File: src/rtl/qspi_regfile_target.sv
// QSPI target: oversamples csb/sck/io on clk, assembles command and data bytes,
// and serves a 16x8 register file with an ID/readback response on tgt_io_out.
module qspi_regfile_target #(
    parameter int unsigned SYNC_STAGES = 2,
    parameter logic [7:0]  ID_BYTE     = 8'hA5
) (
    input  logic       clk,
    input  logic       reset,
    input  logic       qspi_csb,
    input  logic       qspi_sck,
    input  logic [3:0] qspi_io,
    output logic [3:0] tgt_io_out,
    output logic       tgt_io_oe,
    input  logic [3:0] reg_rd_addr,
    output logic [7:0] reg_rd_data,
    output logic       wr_strobe,
    output logic [3:0] wr_addr,
    output logic       busy
);

    typedef enum logic [1:0] {
        IDLE = 2'd0,
        CMD  = 2'd1,
        DATA = 2'd2
    } state_t;

    logic [SYNC_STAGES-1:0]      csb_sync_q, csb_sync_d;
    logic [SYNC_STAGES-1:0]      sck_sync_q, sck_sync_d;
    logic [SYNC_STAGES-1:0][3:0] io_sync_q, io_sync_d;
    logic                        csb_prev_q, csb_prev_d;
    logic                        sck_prev_q, sck_prev_d;

    state_t     state_q, state_d;
    logic       phase_q, phase_d;
    logic [3:0] hi_q, hi_d;
    logic       wen_q, wen_d;
    logic [3:0] ptr_q, ptr_d;
    logic [7:0] resp_q, resp_d;
    logic [3:0] out_q, out_d;
    logic       oe_q, oe_d;
    logic       busy_q, busy_d;
    logic       wr_strobe_q, wr_strobe_d;
    logic [3:0] wr_addr_q, wr_addr_d;
    logic [7:0] regs_q [16];
    logic [7:0] regs_d [16];

    logic       csb_s, sck_s;
    logic [3:0] io_s;
    logic       csb_fall, csb_rise, sck_rise, sck_fall;
    logic       byte_done;
    logic [7:0] cur_byte;
    logic [7:0] ptr_byte;

    assign csb_s    = csb_sync_q[SYNC_STAGES-1];
    assign sck_s    = sck_sync_q[SYNC_STAGES-1];
    assign io_s     = io_sync_q[SYNC_STAGES-1];
    assign csb_fall = csb_prev_q & ~csb_s;
    assign csb_rise = ~csb_prev_q & csb_s;
    assign sck_rise = ~sck_prev_q & sck_s;
    assign sck_fall = sck_prev_q & ~sck_s;
    assign cur_byte = {hi_q, io_s};
    assign ptr_byte = regs_q[ptr_q];

    always_comb begin
        csb_sync_d  = {csb_sync_q[SYNC_STAGES-2:0], qspi_csb};
        sck_sync_d  = {sck_sync_q[SYNC_STAGES-2:0], qspi_sck};
        io_sync_d   = {io_sync_q[SYNC_STAGES-2:0], qspi_io};
        csb_prev_d  = csb_s;
        sck_prev_d  = sck_s;
        state_d     = state_q;
        phase_d     = phase_q;
        hi_d        = hi_q;
        wen_d       = wen_q;
        ptr_d       = ptr_q;
        resp_d      = resp_q;
        out_d       = out_q;
        oe_d        = oe_q;
        busy_d      = busy_q;
        wr_strobe_d = 1'b0;
        wr_addr_d   = 4'h0;
        regs_d      = regs_q;
        byte_done   = 1'b0;

        case (state_q)
            IDLE: begin
                if (csb_fall) begin
                    state_d = CMD;
                    busy_d  = 1'b1;
                    oe_d    = 1'b1;
                    out_d   = ID_BYTE[7:4];
                    resp_d  = ID_BYTE;
                    phase_d = 1'b0;
                end
            end
            CMD, DATA: begin
                // Frame end takes priority over any sck edge seen in the same clk.
                if (csb_rise) begin
                    state_d = IDLE;
                    busy_d  = 1'b0;
                    oe_d    = 1'b0;
                    out_d   = 4'h0;
                    phase_d = 1'b0;
                end else if (sck_rise) begin
                    if (!phase_q) begin
                        hi_d    = io_s;
                        phase_d = 1'b1;
                    end else begin
                        phase_d   = 1'b0;
                        byte_done = 1'b1;
                    end
                    if (byte_done) begin
                        if (state_q == CMD) begin
                            wen_d   = cur_byte[7];
                            ptr_d   = cur_byte[3:0];
                            state_d = DATA;
                        end else begin
                            if (wen_q) begin
                                regs_d[ptr_q] = cur_byte;
                                wr_strobe_d   = 1'b1;
                                wr_addr_d     = ptr_q;
                            end
                            ptr_d = ptr_q + 4'h1;
                        end
                    end
                end else if (sck_fall) begin
                    // The fall after a completed byte fetches the next readback byte.
                    if (phase_q) begin
                        out_d = resp_q[3:0];
                    end else begin
                        resp_d = ptr_byte;
                        out_d  = ptr_byte[7:4];
                    end
                end
            end
            default: begin
                state_d = IDLE;
            end
        endcase
    end

    always_ff @(posedge clk) begin
        if (reset) begin
            csb_sync_q  <= '1;
            sck_sync_q  <= '0;
            io_sync_q   <= '0;
            csb_prev_q  <= 1'b1;
            sck_prev_q  <= 1'b0;
            state_q     <= IDLE;
            phase_q     <= 1'b0;
            hi_q        <= 4'h0;
            wen_q       <= 1'b0;
            ptr_q       <= 4'h0;
            resp_q      <= 8'h00;
            out_q       <= 4'h0;
            oe_q        <= 1'b0;
            busy_q      <= 1'b0;
            wr_strobe_q <= 1'b0;
            wr_addr_q   <= 4'h0;
            for (int i = 0; i < 16; i++) begin
                regs_q[i] <= 8'h00;
            end
        end else begin
            csb_sync_q  <= csb_sync_d;
            sck_sync_q  <= sck_sync_d;
            io_sync_q   <= io_sync_d;
            csb_prev_q  <= csb_prev_d;
            sck_prev_q  <= sck_prev_d;
            state_q     <= state_d;
            phase_q     <= phase_d;
            hi_q        <= hi_d;
            wen_q       <= wen_d;
            ptr_q       <= ptr_d;
            resp_q      <= resp_d;
            out_q       <= out_d;
            oe_q        <= oe_d;
            busy_q      <= busy_d;
            wr_strobe_q <= wr_strobe_d;
            wr_addr_q   <= wr_addr_d;
            regs_q      <= regs_d;
        end
    end

    assign tgt_io_out  = out_q;
    assign tgt_io_oe   = oe_q;
    assign busy        = busy_q;
    assign wr_strobe   = wr_strobe_q;
    assign wr_addr     = wr_addr_q;
    assign reg_rd_data = regs_q[reg_rd_addr];

endmodule
File: config.mk
export PLATFORM = sky130hd
export DESIGN_NAME = qspi_regfile_target
export DESIGN_NICKNAME = d
export VERILOG_FILES = /design/src/rtl/qspi_regfile_target.sv
export SDC_FILE = /design/constraint.sdc
export NUM_CORES = 1
export LEC_CHECK = 0
export ABC_AREA = 0
export CAP_MARGIN = 20
export CORE_MARGIN = 5
export CORE_UTILIZATION = 60
export CTS_CLUSTER_SIZE = 24
export DETAILED_ROUTE_END_ITERATION = 8
export DONT_BUFFER_PORTS = 1
export GPL_TIMING_DRIVEN = 0
export PLACE_DENSITY = 0.78
export SETUP_SLACK_MARGIN = 0.5
export SKIP_CTS_REPAIR_TIMING = 1
export SKIP_LAST_GASP = 1
export SLEW_MARGIN = 25
export SYNTH_ARGS = -nofsm -noshare
export SYNTH_HDL_FRONTEND = slang
export SYNTH_SLANG_ARGS = --single-unit
File: constraint.sdc
create_clock -name clk -period 4.72 [get_ports clk]
set_clock_uncertainty 0.2 [all_clocks]
set_input_delay 0 -clock clk [delete_from_list [all_inputs] [get_ports clk]]
set_output_delay 0 -clock clk [all_outputs]
set_load 0.01 [all_outputs]
==> reports/qor.json <==
{
  "vert_die_dim": {"value": 128, "unit": "microns"},
  "timing.critical_path.slowest_cell_delay": {"value": 0.46, "unit": "ns"},
  "critPathSlowestCell": {"value": "buf_2"},
  "static_leak": {"value": 4.22, "unit": "nW"},
  "total_power": {"value": 3.04, "unit": "mW"},
  "drt_iter0_drc": {"value": 708},
  "hold_violations": {"value": 3},
  "timing.final.crit_period": {"value": 2.64, "unit": "ns"},
  "run_status": {"value": "finished, violations left"},
  "startpoint_type": {"value": "flop"},
  "drt-pass1-iter-count": {"value": 5},
  "synth-seq-cells": {"value": 168},
  "fillerInstances": {"value": 968},
  "grt_setup_unrepaired": {"value": "false"},
  "die_area": {"value": 16500, "unit": "sq um"},
  "violated_checks": {"value": "hold timing"},
  "grt.met1_usage": {"value": 0.371},
  "share_of_final_layout_standard_cells_stronger_than_drive_strength_1": {"value": 0.203},
  "cp.arrival": {"value": 2.75, "unit": "ns"},
  "grt_usage": {"value": 0.287},
  "post_synth_edffs": {"value": 0},
  "grt_antenna_before_repair": {"value": 0},
  "cell_area_after_synthesis": {"value": 8410, "unit": "sq um"},
  "num-nets-final": {"value": 776},
  "cts_max_level": {"value": 4},
  "worstReg2RegEnd": {"value": "tgt_io_out[2]$_SDFFE_PP0P_"},
  "cts_tree": {"value": "yes"},
  "crit_top_cell": {"value": "buf_2"},
  "maxSlewHeadroom": {"value": 0.394},
  "r2r.worst_path.cells": {"value": 6},
  "powerDensity": {"value": 326, "unit": "nW/um^2"},
  "synth_area_leader_cell": {"value": "dfxtp_1"},
  "critPathCapture": {"value": "tgt_io_out[2]$_SDFFE_PP0P_"},
  "multi_input_comb_area": {"value": 4650, "unit": "sq um"},
  "globalRoute.totalOverflow": {"value": 0},
  "path_clk_slew": {"value": 0.06, "unit": "ns"},
  "area_overhead_of_the_layout_relative_to_synthesis": {"value": 10.7, "unit": "%"},
  "startpoint": {"value": "ptr_q[1]$_SDFFE_PP0P_"},
  "synth.area.top_cells": {"value": "dfxtp_1, mux4_2, mux2i_1"},
  "seq_area_frac_synth": {"value": 0.400},
  "critical_path.n_buffers_inverters": {"value": 2},
  "route.final.wire_length": {"value": 22900, "unit": "microns"},
  "worstSkewPairLatency": {"value": 0.42, "unit": "ns"},
  "crit_path_max_fanout": {"value": 10},
  "regToRegStartpoint": {"value": "ptr_q[1]$_SDFFE_PP0P_"},
  "wire_length_of_the_first_global_routing_pass": {"value": 35100, "unit": "microns"},
  "finalSetupTns": {"value": 0, "unit": "ns"},
  "floorplan.initialDensity": {"value": 0.608},
  "vdd.ir_drop.worst": {"value": 0.000395, "unit": "V"},
  "area.sequential": {"value": 3360, "unit": "sq um"},
  "cellInternalPower": {"value": 2.34, "unit": "mW"},
  "antenna_diode_instance_count": {"value": 0},
  "path_class": {"value": "reg -> reg"},
  "grt_most_used_layer": {"value": "met2"},
  "grtUsageMet2": {"value": 0.460},
  "cp_data_required_time": {"value": 4.83, "unit": "ns"},
  "netSwitchingPower": {"value": 697, "unit": "uW"},
  "worstHoldPathType": {"value": "in -> reg"},
  "floorplan.core_area": {"value": 13800, "unit": "sq um"},
  "asyncSetResetFlopFracSynth": {"value": 0},
  "cts_buffers": {"value": 17},
  "crit_path_cell_count": {"value": 6},
  "timing_worst_slew_pin_value": {"value": 0.909, "unit": "ns"},
  "yosysTopAreaCellShare": {"value": 0.400},
  "dr_total_vias": {"value": 6165},
  "syn_nets": {"value": 751},
  "pin_count_of_the_biggest_net_entering_global_routing": {"value": 17},
  "timing.reg2reg.setup_slack": {"value": 2.08, "unit": "ns"},
  "power_frac_comb": {"value": 0.056},
  "hold_slack": {"value": -0.0550, "unit": "ns"},
  "syn_area_per_cell": {"value": 11.5, "unit": "sq um"},
  "viasPerCell": {"value": 6.50},
  "grtUsageMet3": {"value": 0.0660},
  "post-route-drc-count": {"value": 0},
  "port-buffer-count": {"value": 0},
  "max_cap_viol_count": {"value": 0},
  "route.antenna.remaining_nets": {"value": 0},
  "critPathTopFamily": {"value": "buffers and inverters"},
  "clock.fmax": {"value": 379, "unit": "MHz"},
  "crit_path_end_kind": {"value": "flop"},
  "post-route-period-util": {"value": 0.559},
  "crit_chain": {"value": "buf_2, buf_2, mux4_2, a22oi_1, nand2_1, a211o_1"},
  "yosysUniqueCellTypes": {"value": 49},
  "clock_sinks": {"value": 168},
  "max-clock-path-buffers": {"value": 2},
  "row_count": {"value": 43},
  "pin_count": {"value": 31},
  "switching_share": {"value": 0.229},
  "final_max_slew_viol_count": {"value": 0},
  "dieWidth": {"value": 128, "unit": "microns"},
  "seqPwrFrac": {"value": 0.474},
  "p_clk_frac": {"value": 0.470},
  "synth_warnings": {"value": 0},
  "routabilityCongestion": {"value": 0.945},
  "synthCells": {"value": 731},
  "routed_wire_length_per_instance": {"value": 24.1, "unit": "microns"},
  "dp_hpwl": {"value": 16000, "unit": "microns"},
  "synth_top_flop_cell": {"value": "dfxtp_1"},
  "finalSetupViolations": {"value": 0},
  "clockRootBuffer": {"value": "clkbuf_16"},
  "first_global_vias": {"value": 6119}
}
[cells by family after synthesis]
logic type | after synthesis | share of synthesized area
muxes | 208 | 0.359
AOI/OAI and AO/OA | 44 | 0.0384
DFF | 168 | 0.400
and+or+nand+nor | 226 | 0.144
adders and majority gates | 8 | 0.0119
buffers and inverters | 77 | 0.0473
[registers in the layout, summed over array words and instances (netlist names), 4 cells and up]
name        cells
regs_q        128
hi_q            4
io_s            4
io_sync_d       4
ptr_q           4
resp_q          4
tgt_io_out      4
wr_addr         4
[cells in the mapped netlist, types with 8 or more instances]
master / number
buf_2: 14
nand3_4: 15
nand2_1: 17
ha_1: 8
nor2_1: 143
buf_4: 9
inv_1: 10
nor2b_1: 15
a22oi_1: 13
clkbuf_1: 34
a21oi_1: 8
mux2i_1: 134
dfxtp_1: 168
mux4_2: 72
[how the worst min path moves through the flow]
stage	from	end	cells after the start	slack, ns
finish	reset	tgt_io_out[0]$_SDFFE_PP0P_	3	-0.05
global route	reset	tgt_io_out[2]$_SDFFE_PP0P_	3	0.005
CTS	qspi_csb	csb_sync_q[0]$_SDFF_PP1_	1	-0.53
detailed placement	qspi_csb	csb_sync_q[0]$_SDFF_PP1_	1	-0.09
global placement	qspi_csb	csb_sync_q[0]$_SDFF_PP1_	1	-0.09
floorplan	qspi_csb	csb_sync_q[0]$_SDFF_PP1_	1	-0.1
[per-stage QoR]
stage | hold slack, ns | instance area (sq um) | util | std cells | setup slack (ns)
after global routing | 0.00545 | 9310 | 0.673 | 949 | 1.96
after detailed placement | -0.0929 | 8640 | 0.625 | 911 | 2.12
after global placement | -0.0915 | 8640 | 0.625 | 911 | 2.16
after floorplan | -0.0962 | 8410 | - | 731 | 2.50
after CTS | -0.530 | 9250 | 0.669 | 943 | 2.09
final | -0.0550 | 9310 | 0.673 | 949 | 2.08
[layout by cell type (no fill, tap or decap), types with 3 or more instances in the layout]
cell type,n
a21oi_1,8
or3_1,4
nand3_4,15
mux4_2,72
buf_4,9
dlygate4sd3_1,6
nand2_1,17
nor3b_1,3
clkbuf_16,17
inv_1,10
nor2_1,143
nor3_1,3
mux2i_1,134
a31oi_1,4
nor2b_1,15
and2_1,4
nand2b_1,3
buf_1,3
clkbuf_1,35
dfxtp_1,168
buf_2,14
o21ai_0,4
clkbuf_8,5
nand3_1,3
ha_1,8
a22oi_1,13
and3_1,4
clkinvlp_4,3
buf_6,4
[worst reg2reg max path: cells and delay by family, from the launching register on]
family | cells | cell delay [ns]
and+or+nand+nor | 1 | 0.18
muxes | 1 | 0.39
DFF | 1 | 0.36
buffers and inverters | 2 | 0.82
AOI/OAI and AO/OA | 2 | 0.58
[per-layer routing]
metal / routed length (microns) / share of wire
met5: 0 / 0
met1: 8740 / 0.38
met4: 977 / 0.043
met2: 11200 / 0.49
met3: 1980 / 0.086
[area by class of cell]
type / count / share of cell area
Multi-Input combinational cell: 486 / 0.500
Sequential cell: 168 / 0.361
Buffer: 66 / 0.0383
Inverter: 11 / 0.00444
Timing Repair Buffer: 6 / 0.00645
Tap cell: 180 / 0.0242
Clock inverter: 9 / 0.0122
Clock buffer: 23 / 0.0535
[power groups by stage]
stage / registers [mW] / logic, mW / clock network, mW
6_report: 1.44 / 0.170 / 1.43
3_3_place_gp: 1.47 / 0.158 / 0
2_1_floorplan: 1.47 / 0.120 / 0
4_1_cts: 1.44 / 0.163 / 1.43
3_5_place_dp: 1.47 / 0.163 / 0
5_1_grt: 1.44 / 0.185 / 1.50
(Power assumes the default switching activity.)
